**src/rtl/sim_completion_monitor_if.sv**
```systemverilog
// Writeback/fetch observation bus and completion-status outputs of the end-of-test monitor.
interface sim_completion_monitor_if #(
    parameter int XLEN  = 64,
    parameter int CNT_W = 32
);
    logic             wb_we_i;
    logic [4:0]       wb_rd_i;
    logic [XLEN-1:0]  wb_data_i;
    logic             retire_i;
    logic [XLEN-1:0]  pc_f_i;
    logic             done_o;
    logic [1:0]       status_o;
    logic             dump_req_o;
    logic             x0_warn_o;
    logic [7:0]       x0_wr_cnt_o;
    logic [CNT_W-1:0] cycle_cnt_o;
    logic [CNT_W-1:0] retire_cnt_o;

    modport master (
        output wb_we_i, wb_rd_i, wb_data_i, retire_i, pc_f_i,
        input  done_o, status_o, dump_req_o, x0_warn_o, x0_wr_cnt_o, cycle_cnt_o, retire_cnt_o
    );

    modport slave (
        input  wb_we_i, wb_rd_i, wb_data_i, retire_i, pc_f_i,
        output done_o, status_o, dump_req_o, x0_warn_o, x0_wr_cnt_o, cycle_cnt_o, retire_cnt_o
    );
endinterface

```
**src/rtl/sim_completion_monitor.sv**
```systemverilog
// End-of-test monitor: detects the pass signature write, watchdog timeout and PC stall,
// and keeps cycle / retirement / illegal-x0-write statistics.
//
// state | meaning
// RUN   | test executing; watching for signature, stall and timeout
// DRAIN | signature seen; letting the pipeline drain before declaring pass
// DONE  | terminal; status held, counters frozen until rst
module sim_completion_monitor #(
    parameter int              XLEN           = 64,
    parameter logic [4:0]      SIG_REG        = 5'd31,
    parameter logic [XLEN-1:0] SIG_VALUE      = 'h7FF,
    parameter int              TIMEOUT_CYCLES = 1000,
    parameter int              STALL_LIMIT    = 64,
    parameter int              DRAIN_CYCLES   = 10,
    parameter int              CNT_W          = 32
) (
    input  logic                    clk,
    input  logic                    rst,
    sim_completion_monitor_if.slave mon
);
    localparam int SW = $clog2(STALL_LIMIT + 1);
    localparam int DW = $clog2(DRAIN_CYCLES + 1);

    typedef enum logic [1:0] {RUN, DRAIN, DONE} state_t;

    state_t           state, state_n;
    logic [DW-1:0]    drain_cnt, drain_n;
    logic [1:0]       status_q, status_n;
    logic [SW-1:0]    stall_cnt;
    logic [XLEN-1:0]  last_pc;
    logic [CNT_W-1:0] cycle_cnt, retire_cnt;
    logic [7:0]       x0_cnt;
    logic             done_q, dump_q, warn_q;
    logic             sig_hit, pc_eq, x0_evt, active;

    assign sig_hit = mon.wb_we_i && (mon.wb_rd_i == SIG_REG) && (mon.wb_data_i == SIG_VALUE);
    assign pc_eq   = (mon.pc_f_i == last_pc);
    assign x0_evt  = mon.wb_we_i && (mon.wb_rd_i == 5'd0) && (mon.wb_data_i != '0);
    assign active  = (state != DONE);

    always_comb begin
        state_n  = state;
        drain_n  = drain_cnt;
        status_n = status_q;
        case (state)
            RUN: begin
                if (sig_hit) begin
                    state_n = DRAIN;
                    drain_n = DW'(DRAIN_CYCLES - 1);
                end else if (pc_eq && (stall_cnt == SW'(STALL_LIMIT - 1))) begin
                    state_n  = DONE;
                    status_n = 2'b11;
                end else if (cycle_cnt == CNT_W'(TIMEOUT_CYCLES - 1)) begin
                    state_n  = DONE;
                    status_n = 2'b10;
                end
            end
            DRAIN: begin
                if (drain_cnt == '0) begin
                    state_n  = DONE;
                    status_n = 2'b01;
                end else begin
                    drain_n = drain_cnt - 1'b1;
                end
            end
            default: ;
        endcase
    end

    always_ff @(posedge clk) begin
        if (rst) begin
            state      <= RUN;
            drain_cnt  <= '0;
            status_q   <= 2'b00;
            stall_cnt  <= '0;
            last_pc    <= mon.pc_f_i;
            cycle_cnt  <= '0;
            retire_cnt <= '0;
            x0_cnt     <= '0;
            done_q     <= 1'b0;
            dump_q     <= 1'b0;
            warn_q     <= 1'b0;
        end else begin
            state     <= state_n;
            drain_cnt <= drain_n;
            status_q  <= status_n;
            done_q    <= (state_n == DONE);
            dump_q    <= (state_n == DONE) && (state != DONE);
            warn_q    <= active && x0_evt;
            if (active) begin
                cycle_cnt <= cycle_cnt + 1'b1;
                if (mon.retire_i) retire_cnt <= retire_cnt + 1'b1;
                if (x0_evt && (x0_cnt != 8'hFF)) x0_cnt <= x0_cnt + 1'b1;
            end
            // stall tracking only meaningful while the test is still executing
            if (state == RUN) begin
                last_pc   <= mon.pc_f_i;
                stall_cnt <= pc_eq ? stall_cnt + 1'b1 : '0;
            end
        end
    end

    assign mon.done_o       = done_q;
    assign mon.status_o     = status_q;
    assign mon.dump_req_o   = dump_q;
    assign mon.x0_warn_o    = warn_q;
    assign mon.x0_wr_cnt_o  = x0_cnt;
    assign mon.cycle_cnt_o  = cycle_cnt;
    assign mon.retire_cnt_o = retire_cnt;
endmodule
```
**src/flat_wrapper.sv**
```systemverilog
// flat-port wrapper written by rule: the top's interface ports become plain ports
module sim_completion_monitor_flat 
#(
    parameter int              XLEN           = 64,
    parameter logic [4:0]      SIG_REG        = 5'd31,
    parameter logic [XLEN-1:0] SIG_VALUE      = 'h7FF,
    parameter int              TIMEOUT_CYCLES = 1000,
    parameter int              STALL_LIMIT    = 64,
    parameter int              DRAIN_CYCLES   = 10,
    parameter int              CNT_W          = 32
)
  (clk, rst, mon_wb_we_i, mon_wb_rd_i, mon_wb_data_i, mon_retire_i, mon_pc_f_i, mon_done_o, mon_status_o, mon_dump_req_o, mon_x0_warn_o, mon_x0_wr_cnt_o, mon_cycle_cnt_o, mon_retire_cnt_o);
  sim_completion_monitor_if #(.XLEN(XLEN), .CNT_W(CNT_W)) mon_i ();
  input  logic clk;
  input  logic rst;
  input wire logic [$bits(mon_i.wb_we_i)-1:0] mon_wb_we_i;
  input wire logic [$bits(mon_i.wb_rd_i)-1:0] mon_wb_rd_i;
  input wire logic [$bits(mon_i.wb_data_i)-1:0] mon_wb_data_i;
  input wire logic [$bits(mon_i.retire_i)-1:0] mon_retire_i;
  input wire logic [$bits(mon_i.pc_f_i)-1:0] mon_pc_f_i;
  output wire logic [$bits(mon_i.done_o)-1:0] mon_done_o;
  output wire logic [$bits(mon_i.status_o)-1:0] mon_status_o;
  output wire logic [$bits(mon_i.dump_req_o)-1:0] mon_dump_req_o;
  output wire logic [$bits(mon_i.x0_warn_o)-1:0] mon_x0_warn_o;
  output wire logic [$bits(mon_i.x0_wr_cnt_o)-1:0] mon_x0_wr_cnt_o;
  output wire logic [$bits(mon_i.cycle_cnt_o)-1:0] mon_cycle_cnt_o;
  output wire logic [$bits(mon_i.retire_cnt_o)-1:0] mon_retire_cnt_o;
  assign mon_i.wb_we_i = mon_wb_we_i;
  assign mon_i.wb_rd_i = mon_wb_rd_i;
  assign mon_i.wb_data_i = mon_wb_data_i;
  assign mon_i.retire_i = mon_retire_i;
  assign mon_i.pc_f_i = mon_pc_f_i;
  assign mon_done_o = mon_i.done_o;
  assign mon_status_o = mon_i.status_o;
  assign mon_dump_req_o = mon_i.dump_req_o;
  assign mon_x0_warn_o = mon_i.x0_warn_o;
  assign mon_x0_wr_cnt_o = mon_i.x0_wr_cnt_o;
  assign mon_cycle_cnt_o = mon_i.cycle_cnt_o;
  assign mon_retire_cnt_o = mon_i.retire_cnt_o;
  sim_completion_monitor #(.XLEN(XLEN), .SIG_REG(SIG_REG), .SIG_VALUE(SIG_VALUE), .TIMEOUT_CYCLES(TIMEOUT_CYCLES), .STALL_LIMIT(STALL_LIMIT), .DRAIN_CYCLES(DRAIN_CYCLES), .CNT_W(CNT_W)) u_core (.clk(clk), .rst(rst), .mon(mon_i));
endmodule
```
**config.mk**
```make
export PLATFORM = sky130hd
export DESIGN_NAME = sim_completion_monitor_flat
export DESIGN_NICKNAME = d
export VERILOG_FILES = /design/src/rtl/sim_completion_monitor_if.sv /design/src/rtl/sim_completion_monitor.sv /design/src/flat_wrapper.sv
export SDC_FILE = /design/constraint.sdc
export NUM_CORES = 1
export LEC_CHECK = 0
export ABC_AREA = 1
export CAP_MARGIN = 5
export CORE_MARGIN = 8
export CORE_UTILIZATION = 42
export DETAILED_ROUTE_END_ITERATION = 7
export HOLD_SLACK_MARGIN = 0.12
export PLACE_DENSITY = 0.71
export SYNTH_ARGS = -nofsm -noshare
export SYNTH_HDL_FRONTEND = slang
export SYNTH_SLANG_ARGS = --single-unit
```
**constraint.sdc**
```tcl
create_clock -name clk -period 4.68 [get_ports clk]
set_clock_uncertainty 0.2 [all_clocks]
set_input_delay 0.468 -clock clk [delete_from_list [all_inputs] [get_ports clk]]
set_output_delay 0.468 -clock clk [all_outputs]
set_load 0.02 [all_outputs]
```
Word-level counts from Yosys, hierarchy flattened
Index checks and enable logic that the tools add are counted.

Register bits: 154. Word-level logic and storage cells: 64. Bits of input ports: 137. Output and inout bits: 77.

Add/subtract/negate cells: 5. Mux-type cells: 16. Eq/ne operators: 14. Reductions and logical operators: 18.

Operators by type and width (number): two-way mux 64 bit (2); adder 32 x 1 -> 32 bit, second input constant (2); equality test 64 x 11 -> 1 bit, second input constant (1); equality test 64 bit (1); nonzero test 64 bit (1); equality test 32 x 10 -> 1 bit, second input constant (1); two-way mux 2 bit (8); adder 8 x 1 -> 8 bit, second input constant (1); logical AND 1 bit (8); two-way mux 4 bit (2); inequality test 8 bit, second input constant (1); one-hot mux 2 bit (2 select lines) (2); one-hot mux 4 bit (2 select lines) (1); adder 7 x 1 -> 7 bit, second input constant (1); equality test 7 x 6 -> 1 bit, second input constant (1); two-way mux 7 bit (1); inequality test 2 bit, second input constant (3); equality test 5 bit, second input constant (1); logical NOT 5 bit (1); logical NOT 4 bit (1); inequality test 2 x 1 -> 1 bit, second input constant (2); AND reduction 2 bit (2); AND reduction 4 bit (1); nonzero test 2 bit (2); 6 further kinds (6).

Depth between registers and ports, before layout
Word-level depth: 7. Depth in mapped cells: 14.

Worst setup path before layout
No wires, ideal clock.

Path kind: input to register. Start point: input port rst. End point: register u_core.last_pc[0], enable pin. Slack: 1.700 ns. Stages on the path: 4. Arrival time: 2.090 ns. Library setup time: 0.690 ns. Cells stage by stage: clkbuf_1 > inv_1 > clkbuf_1 > nand2_1.

Cells in the longest elaborated chain, start to end: 1.

RTL lines: start, declared (line flat_wrapper.sv:15) `input logic rst;`; nonzero test 2 bit (no source line); end signal, assigned (line sim_completion_monitor.sv:76) `last_pc <= mon.pc_f_i;`; end signal, assigned (line sim_completion_monitor.sv:97) `last_pc <= mon.pc_f_i;`; end, declared (line sim_completion_monitor.sv:30) `logic [XLEN-1:0] last_pc;`.

No other way between the ends. A chain may end at the register's enable or synchronous reset.

Worst setup path in the final report
Start point: register u_core.cycle_cnt[10], in the netlist u_core.mon.cycle_cnt_o[10]. End point: output port mon_cycle_cnt_o[10].

RTL lines: start, declared (line sim_completion_monitor.sv:31) `logic [CNT_W-1:0] cycle_cnt, retire_cnt;`; start signal, assigned (line sim_completion_monitor.sv:91) `cycle_cnt <= cycle_cnt + 1'b1;`; end, declared (line flat_wrapper.sv:26) `output wire logic [$bits(mon_i.cycle_cnt_o)-1:0] mon_cycle_cnt_o;`.

No word-level cell between the ends.

==> flow_summary.yaml <==
critical_path:
  required_ns: 4.01
  r2r-end: "u_core.mon.cycle_cnt_o[26]"
  max_stage_delay_ns: 0.67
  crit_chain: "clkdlybuf4s50_1"
  cp_slowest_cell: "clkdlybuf4s50_1"
  ff2ff_setup_slack_ns: 2.44
  cp_max_fo: 8
  critical_path_class: "reg2out"
  crit_family: "buffers and inverters"
  critPathBufInv: 1
  cp-start-kind: "register"
  endpoint_kind: "output pin"
  r2r-start: "u_core.mon.cycle_cnt_o[1]"
  cp.arrival_ns: 1.58
  r2r_cells: 12
sta:
  min_period_ns: 2.24
  rsz0062_at_grt: "no"
  holdWs_ns: 0.268
  worst_slew_pin_slew_ns: 0.687
  slew_headroom_pct: 54.0
  fin_setup_tns_ns: 0
  timing.final.crit_share_pct: 47.9
  hold_viol: 0
  fmax_ghz: 0.446
  setup_viol: 0
  slew_viol_final: 0
yosys:
  synth-xor-area-share_pct: 3.47
  synthAdderAreaFrac_pct: 0.958
  synthCells: 1021
  ys_seq_area_share_pct: 47.5
  synth_edf_count: 64
  synth_top_area_cell: "edfxtp_1"
  yosys_most_used_dff: "dfxtp_1"
  synthSimpleGateAreaFrac_pct: 32.7
  synth.cell_area_sq_um: 7830
  synth_top_family_by_area: "simple AND/OR/NAND/NOR gates"
  synth_most_common_cell: "nor2_1"
  async_flop_share_pct: 0
  synthMuxAreaShare_pct: 0
  avgSynthCellArea_sq_um: 7.67
  synth_commonest_cells: "nor2_1, nand2_1, inv_1, dfxtp_1, edfxtp_1"
  synth_compound_area_share_pct: 7.68
  ys_types: 44
  synth_top_area_share_pct: 24.5
  synth_nets: 1164
  yosys-top-cells-area: "edfxtp_1, dfxtp_1, nor2_1"
  ys_ff_latch: 154
  synth_warnings: 0
worst_hold_path:
  min_to: "u_core.mon.status_o[1]"
  min_path_cells: 2
  holdCritStartpoint: "u_core.mon.status_o[1]"
  hold_path.class: "reg2reg"
route:
  vias: 7235
  dr.pass1.iters: 5
  drc: 0
  routed_wl_um: 21200
  ant_nets: 0
  detail_route.iter0.violations: 285
  post_drt_wl_per_cell_um: 14.2
  viasPerCell: 4.85
clocking:
  clock-root-buffer: "clkbuf_16"
  cts_buffers: 17
  postCtsHoldBufs: 0
  cts_max_level: 4
  clk_pin_slew_ns: 0.06
  post_cts_buffers: 0
  cts_tree: "done"
  insertion_delay_ns: 0.42
  cts_sinks: 154
  cts_buffer_depth: 2
  post_cts_resized: 0
placement:
  place.gp.congestion: 0.816
  io_buffers: 213
  dp_hpwl_um: 16000
  placed_area_sq_um: 10200
power_and_ir_drop:
  seq_power_share_pct: 47.2
  switching_share_pct: 21.6
  comb_power_share_pct: 8.4
  clock_power_share_pct: 44.4
  p_leak_nw: 4.32
  peakVddDrop_v: 0.000275
  p_sw_uw: 662
  p_int_mw: 2.41
  finalPower_mw: 3.07
  p_per_area_nw_per_um2: 284
cells_and_area:
  antenna_cells: 0
  nets: 1388
  drive_gt1_share_pct: 6.60
  fin_area_sq_um: 10800
  area_growth_pct: 38.0
die:
  die-height_um: 153
  io_pins: 214
  dieWidth_um: 153
  start_util_pct: 42.3
  num_rows: 50
  die_area_sq_um: 23300
  core_area_sq_um: 18500
global_route:
  grt_usage_pct: 18.0
  grt_first_pass_wirelength_um: 34400
  grt_max_degree: 50
  antenna_found_initial: 2
  grt-ovfl-total: 0
  grt_pass1_vias: 7014
outcome:
  status: "completed"
run:
  maxCapViolCount: 0
-- worst reg2reg max path, delay by kind of cell (launching register included) --
family | cells | cell delay [ns]
adder cells (fa/ha/maj) | 1 | 0.25
buffers and inverters | 1 | 0.09
flip-flops | 1 | 0.42
AND/OR/NAND/NOR | 10 | 1.16
-- per-layer routing --
layer	up-vias	wire length [um]	GRT usage (%)
li1	3737	-	-
met1	3283	9680	22.3
met2	192	9880	30.0
met3	19	1340	4.79
met4	4	252	5.61
met5	-	18	0
-- worst max-delay path by stage --
stage	slack, ns	to	depth (start not counted)	startpoint
after floorplan	1.70	u_core.last_pc[0]	4	rst
after global placement	1.97	u_core.mon.x0_wr_cnt_o[4]	11	mon_wb_data_i[55]
after detailed placement	1.94	u_core.mon.x0_wr_cnt_o[3]	11	mon_wb_data_i[61]
after CTS	2.39	u_core.mon.x0_wr_cnt_o[3]	11	mon_wb_data_i[61]
after global routing	2.18	u_core.mon.cycle_cnt_o[26]	12	u_core.mon.cycle_cnt_o[1]
final	2.44	mon_cycle_cnt_o[10]	1	u_core.mon.cycle_cnt_o[10]
-- through the flow --
step | util [%] | cells | worst slack [ns]
global placement | 55.3 | 1460 | 1.97
floorplan | - | 1021 | 1.70
global route | 58.4 | 1491 | 2.18
detailed placement | 55.3 | 1460 | 1.94
finish | 58.4 | 1491 | 2.44
CTS | 58.4 | 1491 | 2.39
-- placed cells by master, fill, tap and decap left out, types with 2 or more instances in the layout --
cell	Yosys	routed
inv_4	0	2
nor2_1	208	208
a221oi_1	2	2
nand2_2	9	10
o21a_1	8	8
nand3_1	40	40
clkbuf_8	0	3
nand4_1	20	20
nor4b_1	2	2
xor2_1	29	29
nor3_2	5	5
nand3_2	2	2
nand2_4	2	2
or2_2	2	2
bufinv_16	0	2
dfxtp_1	90	90
nor3b_2	2	2
clkdlybuf4s50_1	0	212
clkbuf_1	9	3
nand2_1	206	205
clkbuf_16	0	17
nor2_8	2	2
inv_1	145	145
buf_4	0	3
o21ai_1	5	5
nor2_4	7	7
clkinv_2	0	2
nor3_4	2	2
nor3_1	33	33
xnor2_1	2	2
nor2_2	9	9
a21oi_1	51	51
a31oi_1	4	4
ha_1	6	6
nor4_1	8	8
a211oi_1	4	4
edfxtp_1	64	64
o21ai_0	26	26
inv_2	4	4
-- power groups by stage --
stage	sequential, mW	clock (mW)	combinational, mW
2_1_floorplan	1.48	0	0.0947
3_3_place_gp	1.48	0	0.250
3_5_place_dp	1.48	0	0.257
4_1_cts	1.45	1.40	0.259
5_1_grt	1.45	1.45	0.284
6_report	1.45	1.36	0.257
-- final cells by class --
type / count / area (sq um)
fillers: 1689 / 7710
flip-flops and latches: 154 / 3720
multi-input cells: 707 / 3510
repair buffers: 216 / 2150
inverters: 149 / 559
clock buffers: 24 / 483
well taps: 234 / 293
clock inverters: 7 / 90.1
-- flip-flops by register name, summed over array words and instances (netlist names), 2 cells and up --
| signal | cells |
|---|---|
| u_core.mon.status_o | 2 |
| u_core.last_pc | 64 |
| u_core.state | 2 |
| u_core.mon.cycle_cnt_o | 32 |
| u_core.stall_cnt | 7 |
| u_core.drain_cnt | 4 |
| u_core.mon.x0_wr_cnt_o | 8 |
| u_core.mon.retire_cnt_o | 32 |
-- cells by family after synthesis --
| logic type | count (synthesis) |
|---|---|
| AND/OR/NAND/NOR | 563 |
| buffers and inverters | 160 |
| flip-flops | 154 |
| AO/OA/AOI/OAI | 107 |
| XOR/XNOR | 31 |
| adder cells (fa/ha/maj) | 6 |
(Power assumes the default switching activity.)
